`config.mk`:
```
export PLATFORM = sky130hd
export DESIGN_NAME = echo_ranger
export DESIGN_NICKNAME = d
export VERILOG_FILES = /design/src/rtl/echo_ranger.sv
export SDC_FILE = /design/constraint.sdc
export NUM_CORES = 1
export LEC_CHECK = 0
export CAP_MARGIN = 10
export CORE_ASPECT_RATIO = 0.5
export CORE_UTILIZATION = 56
export DETAILED_ROUTE_END_ITERATION = 6
export PLACE_DENSITY = 0.81
export SLEW_MARGIN = 15
export SYNTH_ARGS = -nofsm -noshare
export SYNTH_HDL_FRONTEND = slang
export SYNTH_SLANG_ARGS = --single-unit
```
`constraint.sdc`:
```
create_clock -name clk -period 3 [get_ports clk]
set_input_delay 0.6 -clock clk [delete_from_list [all_inputs] [get_ports clk]]
set_output_delay 0.6 -clock clk [all_outputs]
set_load 0.03 [all_outputs]
```
`src/rtl/echo_ranger.sv`:
```
// echo_ranger: ultrasonic ranging front end.
// Emits a trigger pulse, synchronises the sensor echo and measures its high
// time in prescaled ticks. Both the wait-for-echo and the echo-width phases
// have a hard timeout.
// Optional feature: define ECHO_RANGER_GLITCH_FILTER_EN to add a
// 3-sample glitch filter on the synchronised echo.
module echo_ranger #(
   parameter int CNT_LEN    = 16,
   parameter int TICK_DIV   = 50,
   parameter int TRIG_TICKS = 10,
   parameter int MAX_TICKS  = 30000
) (
   input  logic               clk,
   input  logic               rst,
   input  logic               start,
   input  logic               echo,
   output logic               trig,
   output logic               busy,
   output logic               valid,
   output logic [CNT_LEN-1:0] distance,
   output logic               timed_out
);

   localparam int PW = $clog2(TICK_DIV);
   localparam logic [PW-1:0]      PRESC_LAST = PW'(TICK_DIV - 1);
   localparam logic [CNT_LEN-1:0] TRIG_LAST  = CNT_LEN'(TRIG_TICKS - 1);
   localparam logic [CNT_LEN-1:0] MAX_LAST   = CNT_LEN'(MAX_TICKS - 1);
   localparam logic [CNT_LEN-1:0] MAX_CNT    = CNT_LEN'(MAX_TICKS);

   typedef enum logic [2:0] {IDLE, TRIG, WAIT_RISE, MEASURE, DONE} state_t;

   state_t             state, state_nx;
   logic               echo_m, echo_r, echo_s, echo_d;
   logic               rise, fall, tick;
   logic [PW-1:0]      presc;
   logic [CNT_LEN-1:0] ticks;
   logic [CNT_LEN-1:0] dist_nx;
   logic               to_nx;

   // Two-flop synchroniser for the asynchronous echo pin
   always_ff @(posedge clk or posedge rst) begin
      if (rst) begin
         echo_m <= 1'b0;
         echo_r <= 1'b0;
      end else begin
         echo_m <= echo;
         echo_r <= echo_m;
      end
   end

`ifdef ECHO_RANGER_GLITCH_FILTER_EN
   logic [1:0] echo_h;
   logic       echo_f;

   // Filtered level follows the synchronised echo only once the current
   // sample and the two before it agree; combinational on the current sample
   // so each edge gains exactly two cycles.
   always_comb begin
      echo_s = echo_f;
      if (echo_r && (&echo_h))
         echo_s = 1'b1;
      else if (!echo_r && !(|echo_h))
         echo_s = 1'b0;
   end

   // Sample history and held filtered level
   always_ff @(posedge clk or posedge rst) begin
      if (rst) begin
         echo_h <= '0;
         echo_f <= 1'b0;
      end else begin
         echo_h <= {echo_h[0], echo_r};
         echo_f <= echo_s;
      end
   end
`else
   assign echo_s = echo_r;
`endif

   // Delayed copy of the echo level for edge detection
   always_ff @(posedge clk or posedge rst) begin
      if (rst) echo_d <= 1'b0;
      else     echo_d <= echo_s;
   end

   assign rise = echo_s & ~echo_d;
   assign fall = ~echo_s & echo_d;
   assign tick = (presc == PRESC_LAST);

   // Prescaler and saturating tick counter, cleared on every state entry
   always_ff @(posedge clk or posedge rst) begin
      if (rst) begin
         presc <= '0;
         ticks <= '0;
      end else if (state_nx != state) begin
         presc <= '0;
         ticks <= '0;
      end else begin
         presc <= tick ? '0 : presc + 1'b1;
         if (tick && ticks != MAX_CNT)
            ticks <= ticks + 1'b1;
      end
   end

   // State register plus registered outputs derived from the next state
   always_ff @(posedge clk or posedge rst) begin
      if (rst) begin
         state     <= IDLE;
         trig      <= 1'b0;
         busy      <= 1'b0;
         valid     <= 1'b0;
         distance  <= '0;
         timed_out <= 1'b0;
      end else begin
         state <= state_nx;
         trig  <= (state_nx == TRIG);
         busy  <= (state_nx != IDLE);
         valid <= (state_nx == DONE);
         if (state_nx == DONE) begin
            distance  <= dist_nx;
            timed_out <= to_nx;
         end
      end
   end

   // Next-state logic; a timeout fires on the tick that brings the count to MAX_TICKS
   always_comb begin
      state_nx = state;
      case (state)
         IDLE:      if (start) state_nx = TRIG;
         TRIG:      if (tick && ticks == TRIG_LAST) state_nx = WAIT_RISE;
         WAIT_RISE: begin
            if (rise)
               state_nx = MEASURE;
            else if (tick && ticks == MAX_LAST)
               state_nx = DONE;
         end
         MEASURE:   if (fall || (tick && ticks == MAX_LAST)) state_nx = DONE;
         DONE:      state_nx = IDLE;
         default:   state_nx = IDLE;
      endcase
   end

   // Result values captured on entry to DONE; a fall wins over a coincident
   // timeout and includes the tick completing in the fall cycle
   always_comb begin
      dist_nx = distance;
      to_nx   = timed_out;
      case (state)
         WAIT_RISE: begin
            dist_nx = '0;
            to_nx   = 1'b1;
         end
         MEASURE: begin
            if (fall) begin
               dist_nx = ticks + CNT_LEN'(tick);
               to_nx   = 1'b0;
            end else begin
               dist_nx = MAX_CNT;
               to_nx   = 1'b1;
            end
         end
         default: ;
      endcase
   end

endmodule

```
Word-level counts from Yosys, hierarchy flattened
Cells that the tools add are included.
{ "totals": {"register_bits": 48, "in_bits": 4, "elab_cells": 51} }
{ "classes": {"n_addsub": 3, "n_eq_ne": 10, "muxes": 14, "bitwise": 4, "n_reduce_logical": 9} }
{ "op_table": {"columns": ["operator", "count"], "rows": [
  ["2-to-1 mux 16 bit", 3],
  ["case mux 16 bit (2 select lines)", 1],
  ["adder 16 x 1 -> 16 bit", 1],
  ["adder 16 x 1 -> 16 bit (second input constant)", 1],
  ["== test 16 x 15 -> 1 bit (second input constant)", 1],
  ["== test 16 x 4 -> 1 bit (second input constant)", 1],
  ["!= test 16 x 15 -> 1 bit (second input constant)", 1],
  ["2-to-1 mux 3 bit", 5],
  ["2-to-1 mux 6 bit", 2],
  ["case mux 3 bit (4 select lines)", 1],
  ["adder 6 x 1 -> 6 bit (second input constant)", 1],
  ["== test 3 x 1 -> 1 bit (second input constant)", 2],
  ["== test 3 x 2 -> 1 bit (second input constant)", 2],
  ["== test 6 bit (second input constant)", 1],
  ["nonzero test 2 bit", 2],
  ["== test 3 bit (second input constant)", 1],
  ["logical AND 1 bit", 3],
  ["zero test 3 bit", 1],
  ["!= test 3 bit", 1],
  ["nonzero test 3 bit", 1],
  ["bitwise AND 1 bit", 2],
  ["inverter 1 bit", 2],
  ["case mux 1 bit (2 select lines)", 1],
  ["AND reduction 2 bit", 1],
  ["2 further kinds", 2]
]} }

Logic depth before layout (Yosys ltp)
{ "depth": {"depth_word": 7, "depth_mapped": 13} }

Worst setup path before layout
OpenSTA, ideal clock, no wires.
{ "synth_path": {"kind": "reg2reg", "from": "reg presc[1]", "to": "reg distance[14]", "setup_time_ps": 121, "t_arrival_ps": 2488, "required_ps": 2879, "setup_slack_ps": 391, "stages_incl_launch_ff": 14, "path_buffers": 1, "period_less_slack_ps": 2609, "path_cell_list": "dfrtp_1 inv_1 ha_1 and4b_1 nand2_1 inv_1 clkbuf_1 ha_1 ha_1 nand3_1 nor4_1 xnor2_1 nand2_1 a22o_1"} }
{ "synth_via": {"elab_chain_len": 7} }
{ "synth_rtl": {"columns": ["item", "line", "text"], "rows": [
  ["from (decl)", "35", "logic [PW-1:0] presc;"],
  ["from (signal assigned)", "99", "presc <= tick ? '0 : presc + 1'b1;"],
  ["== test 6 bit *", "88", "assign tick = (presc == PRESC_LAST);"],
  ["parallel branches: the longest is 6 deep, another holds adder 16 x 1 -> 16 bit", null, null],
  ["to (signal assigned)", "120", "distance <= dist_nx;"],
  ["to (decl)", "20", "output logic [CNT_LEN-1:0] distance,"]
]} }
Every way passes the cells marked *.
A chain may end at the register's enable or synchronous reset.

Final worst setup path
Ends and elaborated chain as after synthesis.

==> reports/qor.txt <==
Pre-antenna DRT Iters: 7
Final worst path period need: 2749 ps
Placed cell areas: 2858 µm²
Synthesized cell area: 2580 µm²
DR iter-0 viols: 149
Final ANT Viol Nets: 0
Nets: 288
Fin crit share: 0.9163
Via count: 2011
Most common cell on crit path: ha_1
Clock buffer depth: 2
Congestion Overflow GR: 0
Vias in the first global route: 1910
RSZ-0062 raised after global routing: no
Max-slew headroom: 0.5964
Tot Pwr: 1.699 mW
Final setup margin: 251.0 ps
Diode count: 0
Number of synthesized flops with an enable pin: 0
Post-synthesis sequential area ratio: 0.4656
Dpl cells: 327
Largest family of logic cells by synthesized area: simple AND/OR/NAND/NOR gates
Yosys top cell by area: dfrtp_1
Min-delay worst type: reg -> reg
Hold path depth: 0
Fin cells: 334
FF-to-FF path depth: 12
Failing checks: design-rule violations
Rows: 17
Hold Crit Start: echo_m
GRT Total Usage: 0.2521
Crit path arrival time: 2950 ps
Setup TNS: 0 ps
Max cap viols: 0
PortBufs: 23
Post-synth cell types: 47
# setup viols final: 0
Max VDD drop: 359.5 µV
Final setup skew: 6.597 ps
Htree depth: 2
Crit path cell chain: inv_1 > ha_1 > and4b_1 > nand2_1 > inv_1 > ha_1 > ha_1 > nand3_1 > nor4_1 > xnor2_1 > nand2_1 > a22o_1
Mapped Cells: 256
Max Fclk: 363.8 MHz
Worst skew pair latency: 300 ps
Clock slew at reported path FFs: 80 ps
Vias per cell: 6.021
Status: finished, violations left
Core footprint: 4403 µm²
Die area: 4899 µm²
I/O pin count: 24
Synth Area in Simple Gates: 0.2352
WHS: 352.3 ps
Static leakage: 1.242 nW
Crit path kind: reg -> reg
Critical path origin: presc[1]
DRC viols: 3
Post-DP HPWL: 4.038 mm
XOR/XNOR share of the synthesized area: 0.09845
Max-slew violations: 0
Finished Core Util: 0.6709
Syn. warnings: 0
Mean area per synthesized cell: 10.08 µm²
Area delta synth->final: 14.50%
Pin count of the biggest net entering global routing: 49
Initial core utilization: 0.5860
Fin. Hold Viols: 0
Asr flop ratio synth: 1.000
TritonCTS clock tree: built
Slowest CP cell: dfrtp_1
Critical Path End Type: register
# fillers: 336
Die width: 97.99 µm
Die H: 50.00 µm
PwrDens: 575.1 nW/µm²
Synth Net Count: 267
Largest cells by area after synthesis: dfrtp_1 (47%), xor2_1 (5.8%), a22o_1 (5.1%), xnor2_1 (4.1%), nor3_1 (3.9%)
Largest stage delay, worst path: 410 ps
Fin area: 2954 µm²
Crit start category: register
Pre-CTS setup slack: 286.0 ps
Initial antenna violation count: 0
Worst r2r src: presc[1]
Actual slew at the worst max-slew pin: 605.4 ps
Critical Path RT: 3200 ps
Gp weighted congestion: 0.8906
Num CTS Buffers: 5
Synth Register Bits: 48
Crit Path Max Fanout: 11
# hold bufs at CTS: 0
Post-CTS sizing: 0
Final WL: 5.557 mm
Mux share of post-synthesis cell area: 0.003880
Share of layout cells above drive strength 1: 0.1119
Root Buffer: clkbuf_8
Main synth FF type: dfrtp_1
Yosys top cell area share: 0.4656
Clk sinks: 48
Compound-Gate Fraction of Synth Area: 0.1140
Wire length per cell: 16.64 µm
Global-route wire length before repair: 9.473 mm
Synth Area in Adders: 0.03395
Setup Fix Bufs, Post-CTS: 0
==> cell usage after synthesis, types with 2 or more instances <==
cell type and instances:
a21oi_1 5, a22o_1 15, a31oi_1 2, and3_1 5, and4_1 2, buf_2 5
buf_6 3, clkbuf_1 7, dfrtp_1 48, ha_1 7, inv_1 10, nand2_1 20
nand2b_1 2, nand3_1 13, nand4_1 8, nor2_1 15, nor2_2 4, nor3_1 20
nor3_2 3, nor4_1 5, o21ai_0 3, or3_1 2, xnor2_1 12, xor2_1 17
==> kinds of logic (layout without fill, tap and decap cells) <==
logic type	Yosys count	after routing
DFF	48	48
buffers and inverters	26	47
xor gates and xnor gates	29	29
adders and majority gates	7	7
and+or+nand+nor	109	109
muxes	1	1
AOI/OAI and AO/OA	36	36
==> worst max-delay path, delay by kind of cell (launching register included) <==
family	cells	cell delay, ps
DFF	1	410
buffers and inverters	2	360
and+or+nand+nor	5	960
AOI/OAI and AO/OA	1	190
xor gates and xnor gates	1	160
adders and majority gates	3	570
==> layout by cell type, fill, tap and decap left out, drive strengths merged, types with 3 or more instances in the layout <==
cell type	synthesis	layout
a21oi	5	5
a22o	15	15
and3	5	5
and4	3	3
buf	9	7
clkbuf	7	7
clkdlybuf4s50	0	23
dfrtp	48	48
ha	7	7
inv	10	10
nand2	20	20
nand3	13	13
nand4	8	8
nor2	19	19
nor3	23	23
nor4	6	6
o21ai	4	4
xnor2	12	12
xor2	17	17
==> sequential cells by signal (all words and copies together), names as in the netlist <==
name	cells
busy	1
valid	1
echo_r	1
echo_d	1
presc	6
echo_m	1
distance	16
state	3
ticks	16
trig	1
timed_out	1
==> layout make-up <==
type                       count  area, µm²  share of cell area
tap                           57      71.32             0.02414
inverter                      10      37.54             0.01271
sequential                    48       1201              0.4066
clock buffer                   7      96.34             0.03261
timing repair buffer          30      295.3             0.09996
multi-input combinational    182       1252              0.4240
==> power by group <==
part           internal [mW]  leakage, nW  total, mW  switching, mW
clock network          0.205       0.0503      0.410          0.204
logic                  0.179        0.594      0.382          0.203
registers              0.735        0.598      0.907          0.172
total                   1.12         1.24       1.70          0.580
==> metal layers <==
layer  share of wire  up-vias  track usage  routed length, µm
li1                -      956            -                  -
met1            0.48      970       0.3542               2679
met2            0.44       76       0.3932               2423
met3           0.072        9      0.05957                401
met4          0.0094        0      0.06566                 52
met5               0        -            0                  0
==> final timing paths <==
kind | endpoint | slack, ps
worst max-delay path | distance[14] | 250
worst min-delay path | echo_r | 350
worst max register to register | distance[14] | 250
worst min register to register | echo_r | 350
max in group asynchronous | ticks[2] | 1820
min in group asynchronous | timed_out | 750
Power figures use the tool's default switching activity.
